$ cat src/rtl/hld_phase_sequencer.sv
// Traffic-light phase sequencer: NS green -> NS yellow -> EW green -> EW yellow,
// with request-driven green dwell bounded by GREEN_MIN/GREEN_MAX ticks.
module hld_phase_sequencer #(
    parameter int GREEN_MIN  = 20,
    parameter int GREEN_MAX  = 60,
    parameter int YELLOW_LEN = 5,
    parameter int CNT_W      = 8
) (
    input  logic       clk,
    input  logic       rst_n,
    input  logic       tick_en,
    input  logic       ew_req,
    input  logic       ns_req,
    output logic       A,
    output logic       B,
    output logic       C,
    output logic       D,
    output logic [1:0] phase,
    output logic       phase_start
);

    localparam logic [1:0] ST_NS_G = 2'd0;
    localparam logic [1:0] ST_NS_Y = 2'd1;
    localparam logic [1:0] ST_EW_G = 2'd2;
    localparam logic [1:0] ST_EW_Y = 2'd3;

    localparam logic [3:0] CODE_NS_G = 4'b0000;
    localparam logic [3:0] CODE_NS_Y = 4'b0101;
    localparam logic [3:0] CODE_EW_G = 4'b1010;
    localparam logic [3:0] CODE_EW_Y = 4'b1100;

    localparam logic [CNT_W-1:0] L_GMIN_LAST = CNT_W'(GREEN_MIN - 1);
    localparam logic [CNT_W-1:0] L_GMAX_LAST = CNT_W'(GREEN_MAX - 1);
    localparam logic [CNT_W-1:0] L_Y_LAST    = CNT_W'(YELLOW_LEN - 1);
    localparam logic [CNT_W-1:0] L_ONE       = CNT_W'(1);

    logic [1:0]       r_state;
    logic [CNT_W-1:0] r_cnt;
    logic [3:0]       r_abcd;
    logic             r_phase_start;

    logic             w_cross_req;
    logic             w_green_done;
    logic             w_yellow_done;
    logic             w_advance;
    logic [1:0]       w_next_state;
    logic [3:0]       w_next_code;

    // Only the request of the direction currently held at red can end a green.
    assign w_cross_req   = (r_state == ST_NS_G) ? ew_req : ns_req;
    assign w_green_done  = ((r_cnt >= L_GMIN_LAST) && w_cross_req) || (r_cnt == L_GMAX_LAST);
    assign w_yellow_done = (r_cnt == L_Y_LAST);

    // NOTE: every combinational output gets a default first, so no path leaves it unassigned and no latch is inferred.
    always_comb begin
        w_advance    = 1'b0;
        w_next_state = r_state;
        case (r_state)
            ST_NS_G: if (w_green_done)  begin w_advance = 1'b1; w_next_state = ST_NS_Y; end
            ST_NS_Y: if (w_yellow_done) begin w_advance = 1'b1; w_next_state = ST_EW_G; end
            ST_EW_G: if (w_green_done)  begin w_advance = 1'b1; w_next_state = ST_EW_Y; end
            default: if (w_yellow_done) begin w_advance = 1'b1; w_next_state = ST_NS_G; end
        endcase
    end

    always_comb begin
        w_next_code = CODE_NS_G;
        case (w_next_state)
            ST_NS_Y: w_next_code = CODE_NS_Y;
            ST_EW_G: w_next_code = CODE_EW_G;
            ST_EW_Y: w_next_code = CODE_EW_Y;
            default: w_next_code = CODE_NS_G;
        endcase
    end

    // NOTE: state uses non-blocking assignments so every register samples pre-edge values; reset is synchronous, checked inside the clocked block.
    always_ff @(posedge clk) begin
        if (!rst_n) begin
            r_state       <= ST_NS_G;
            r_cnt         <= '0;
            r_abcd        <= CODE_NS_G;
            r_phase_start <= 1'b0;
        end else if (tick_en) begin
            r_state       <= w_next_state;
            r_abcd        <= w_next_code;
            r_phase_start <= w_advance;
            r_cnt         <= w_advance ? '0 : r_cnt + L_ONE;
        end else begin
            r_phase_start <= 1'b0;
        end
    end

    assign {A, B, C, D}  = r_abcd;
    assign phase         = r_state;
    assign phase_start   = r_phase_start;

endmodule

$ cat config.mk
export PLATFORM = sky130hd
export DESIGN_NAME = hld_phase_sequencer
export DESIGN_NICKNAME = d
export VERILOG_FILES = /design/src/rtl/hld_phase_sequencer.sv
export SDC_FILE = /design/constraint.sdc
export NUM_CORES = 1
export LEC_CHECK = 0
export BUFFER_PORTS_ARGS = -buffer_cell sky130_fd_sc_hd__buf_2
export CAP_MARGIN = 20
export CORE_AREA = 2 2 44 46
export DETAILED_ROUTE_END_ITERATION = 7
export DIE_AREA = 0 0 46 48
export PLACE_DENSITY_LB_ADDON = 0.15
export SLEW_MARGIN = 40
export SYNTH_ARGS = -nofsm -noshare
export SYNTH_HDL_FRONTEND = slang
export SYNTH_SLANG_ARGS = --single-unit
$ cat constraint.sdc
create_clock -name clk -period 1.6 [get_ports clk]
set_input_delay 0.32 -clock clk [delete_from_list [all_inputs] [get_ports clk]]
set_output_delay 0.32 -clock clk [all_outputs]
set_load 0.01 [all_outputs]
# ---- Word level (Yosys, flattened, before mapping)
# Cells that the tools add are included.
dict set report word_totals {
  reg_bits 15
  output_inout_bits 7
  wordCells 29
}
dict set report classes {
  addsub 1
  n_lt_le_gt_ge 1
  eq_ne 7
  muxes 11
  reduce_logical 5
}
# cell count
set op_table {}
lappend op_table {{$pmux 4 s3} 1}
lappend op_table {{$add 8x1->8 const B} 1}
lappend op_table {{$eq 8x3->1 const B} 1}
lappend op_table {{$eq 8x6->1 const B} 1}
lappend op_table {{$ge 8x5->1 const B} 1}
lappend op_table {{$mux 2} 4}
lappend op_table {{$mux 8} 1}
lappend op_table {{$eq 2x2->1 const B} 3}
lappend op_table {{$pmux 2 s3} 1}
lappend op_table {{$eq 2x1->1 const B} 2}
lappend op_table {{$mux 1} 4}
lappend op_table {{$logic_not 2->1} 1}
lappend op_table {{$reduce_and 2->1} 1}
lappend op_table {{$reduce_or 2->1} 1}
lappend op_table {{$logic_and 1x1->1} 1}
lappend op_table {{$logic_or 1x1->1} 1}

# ---- Depth between registers and ports, before layout
dict set report logic_depth {
  word_depth 8
  mapped_depth 6
}

# ---- Worst setup path before layout
# No wires, ideal clock.
dict set report synth_timing {
  path_type {flip-flop to flip-flop}
  startpoint {register r_cnt[0]}
  endpoint {register r_phase_start (netlist: phase_start)}
  arrival_ns 1.712
  slack_ns -0.172
  stages_incl_launch_ff 6
  synth_period_minus_slack_ns 1.772
  cell_sequence {dfxtp_1 ha_1 nor4b_1 nand2_1 a311oi_4 and2_1}
}
dict set report synth_via {
  elab_chain_cells 5
}
# element line_no
set synth_lines {}
lappend synth_lines {{start: declaration} 38} ;# logic [CNT_W-1:0] r_cnt;
lappend synth_lines {{start signal: assignment} 87} ;# r_cnt <= w_advance ? '0 : r_cnt + L_ONE;
lappend synth_lines {{$ge 8x5->1} 51} ;# assign w_green_done = ((r_cnt >= L_GMIN_LAST) && w_cross_req) || (r_cnt == L_GMAX_LAST);
lappend synth_lines {{$logic_and 1x1->1} 51}
lappend synth_lines {{$logic_or 1x1->1} 51}
lappend synth_lines {{$mux 1} {59, 61}}
lappend synth_lines {{$mux 1 *} n/a}
lappend synth_lines {{end signal: assignment} 86} ;# r_phase_start <= w_advance;
lappend synth_lines {{end: declaration} 40} ;# logic r_phase_start;
# Every way passes the cells marked *; elsewhere a longest branch is shown, timed or not.
# A chain may end at the register's enable or synchronous reset.

# ---- Final worst setup path
dict set report layout_timing {
  startpoint {register r_cnt[7]}
  endpoint {register r_phase_start (netlist: phase_start)}
}
# The elaborated chain is that of the path after synthesis.

==> qor.yml <==
cts_tree: "done"
skew_ns: 0.00114
initial_utilization_pct: 47.3
syn_nets: 96
overflow: 0
die_w_um: 46
clockPowerShare_pct: 38.3
synth_commonest_cells: "dfxtp_1 (14), nand2_1 (9), xnor2_1 (6)"
via_per_inst: 5.73
n_antenna_cell: 0
cts.sink_count: 14
min_period_ns: 1.72
portBuffers: 11
worstPathArrival_ns: 1.91
antenna_found_initial: 0
cts_buffers: 3
critPathMaxFanout: 6
p_comb_share_pct: 8.7
io-pin-count: 12
rsz0062_at_grt: "true"
cts_root_buf: "clkbuf_4"
yosysMostFrequentCell: "dfxtp_1"
synth_ff_type: "dfxtp_1"
dp.final_hpwl_um: 1470
drive_above_1_share_pct: 47.1
tightest_slew_ns: 0.407
fp.coreArea_mm2: 0.00169
synth_cell_type_count: 34
fin_ws_ns: -0.118
yosysSeqAreaShare_pct: 35.1
synth_area_leaders: "dfxtp_1 (35%), xnor2_1 (6.6%), nor3b_2 (4.7%), nand2_1 (4.2%), a311oi_4 (3.3%)"
cp-end-kind: "register"
max_freq_mhz: 582
wirelength_um: 2100
synth_top_area_cell: "dfxtp_1"
r2r_end: "phase_start"
ys_warn_count: 0
finalSetupViolations: 12
leakage_nw: 0.446
timing.setup.tns_ns: -0.948
p_sw_share_pct: 23.5
die_area_mm2: 0.00221
crit_type: "register to register"
drt-initial-drc-count: 17
grt_first_pass_wirelength_um: 3290
ir_worst_vdd_mv: 0.443
drv_cap: 0
final-hold-violation-count: 0
ys_ff_latch: 14
htreeDepth: 1
insertion_delay_ns: 0.28
die_h_um: 48
crit_start: "r_cnt[7]"
synth_edf_count: 0
netlist_area_um2: 798
pwr-share-seq_pct: 53.0
syn_area_per_cell_um2: 8.97
r2r_setup_slack_ns: -0.12
internal_power_uw: 519
crit_path_end: "phase_start"
clk_pin_slew_ns: 0.09
rr_startpoint: "r_cnt[7]"
fillers: 129
rr_worst_depth: 6
num_rows: 15
firstDrtPassIters: 4
grtUsageTotal_pct: 21.7
grt_pass1_vias: 726
final-max-slew-violation-count: 0
fin_nets: 127
wl_per_cell_um: 15.5
violations: "setup timing"
cts_buffer_depth: 2
slew_headroom_pct: 72.8
status: "finished with violations"
syn2layout_area_growth_pct: 40.8
ys_async_sr_fraction_pct: 0
fin_crit_sh_pct: 107
vias: 779
cp_data_required_time_ns: 1.79
powerDensity_mw_per_mm2: 604
yosysTopAreaCellShare_pct: 35.1
drc_errors: 0
hp-class: "primary input to register"
ctsHoldBuffers: 0
gp_congestion: 0.793
synthCells: 89
postRouteAntennaNets: 0
switchingPower_uw: 159
cp-start-kind: "register"
post-route-util_pct: 66.5
grt_max_degree: 18
[metal layers]
metal / vias up / wire length, um / global-route usage, %
met5: - / 0 / 0
met4: 0 / 48 / 6.86
met3: 6 / 113 / 3.40
met2: 29 / 1040 / 35.6
met1: 362 / 902 / 29.4
li1: 382 / - / -
[worst max-delay path, stage by stage (launching register included)]
cell      delay [ns]
dfxtp_2         0.33
buf_4           0.16
or4_4           0.55
o311ai_4        0.08
buf_6           0.19
a311oi_4        0.15
and2_1          0.17
[metrics by stage]
step / std cells / power (mW) / setup WS, ns / instance area, um^2 / hold WS (ns)
2_1_floorplan: 89 / 0.395 / -0.115 / 810 / 0.467
3_3_place_gp: 129 / 0.418 / -0.153 / 986 / 0.502
3_5_place_dp: 129 / 0.420 / -0.171 / 986 / 0.515
4_1_cts: 135 / 0.683 / -0.101 / 1090 / 0.396
5_1_grt: 136 / 0.706 / -0.166 / 1120 / 0.421
6_report: 136 / 0.679 / -0.118 / 1120 / 0.399
[cells in the final DEF, fill, tap and decap left out, drive strengths merged, types with 4 or more instances in the layout]
cell    netlist  routed
nand3         5       5
nor2          5       5
inv           5       5
nand2         9       9
xnor2         6       6
dfxtp        14      14
clkbuf        2       4
buf           2      30
a21oi         4       4
[power by group through the flow]
stage / Sequential (mW) / Combinational, mW / Clock, mW
2_1_floorplan: 0.367 / 0.0283 / 0
3_3_place_gp: 0.366 / 0.0518 / 0
3_5_place_dp: 0.367 / 0.0538 / 0
4_1_cts: 0.359 / 0.0582 / 0.266
5_1_grt: 0.360 / 0.0671 / 0.279
6_report: 0.359 / 0.0590 / 0.260
[sequential cells by signal (all words and copies together) (netlist names)]
register / count
r_cnt: 8
r_abcd: 3
phase_start: 1
phase: 2
[final cells by class]
| class | count | area [um^2] | area share [%] |
|---|---|---|---|
| Multi-Input combinational cell | 66 | 561 | 49.9 |
| Sequential cell | 14 | 285 | 25.4 |
| Timing Repair Buffer | 30 | 201 | 17.9 |
| Clock buffer | 4 | 36.3 | 3.23 |
| Tap cell | 17 | 21.3 | 1.89 |
| Inverter | 5 | 18.8 | 1.67 |
[kinds of logic (layout without fill, tap and decap cells)]
logic type	after synthesis	in the layout	synth area share, %
AND/OR/NAND/NOR	39	39	29.6
XOR/XNOR	6	6	6.58
buffers and inverters	9	39	4.86
AO/OA/AOI/OAI	18	18	19.3
multiplexers	1	1	1.41
flip-flops	14	14	35.1
adder cells (fa/ha/maj)	2	2	3.13
[how the worst min path moves through the flow]
stage / start / endpoint / slack (ns) / cells after the start
floorplan: rst_n / r_cnt[1] / 0.47 / 2
global placement: r_abcd[1] / r_abcd[1] / 0.50 / 2
detailed placement: r_abcd[1] / r_abcd[1] / 0.52 / 2
CTS: rst_n / r_cnt[4] / 0.40 / 3
global route: rst_n / phase[0] / 0.42 / 2
finish: rst_n / r_cnt[4] / 0.40 / 3
[timing repair]
action                     CTS  global route
buffers inserted             2             1
setup endpoints to repair   13            13
pin swaps                    9             9
resized for setup           11             7
Note: power is estimated with default switching activity, not from simulation.
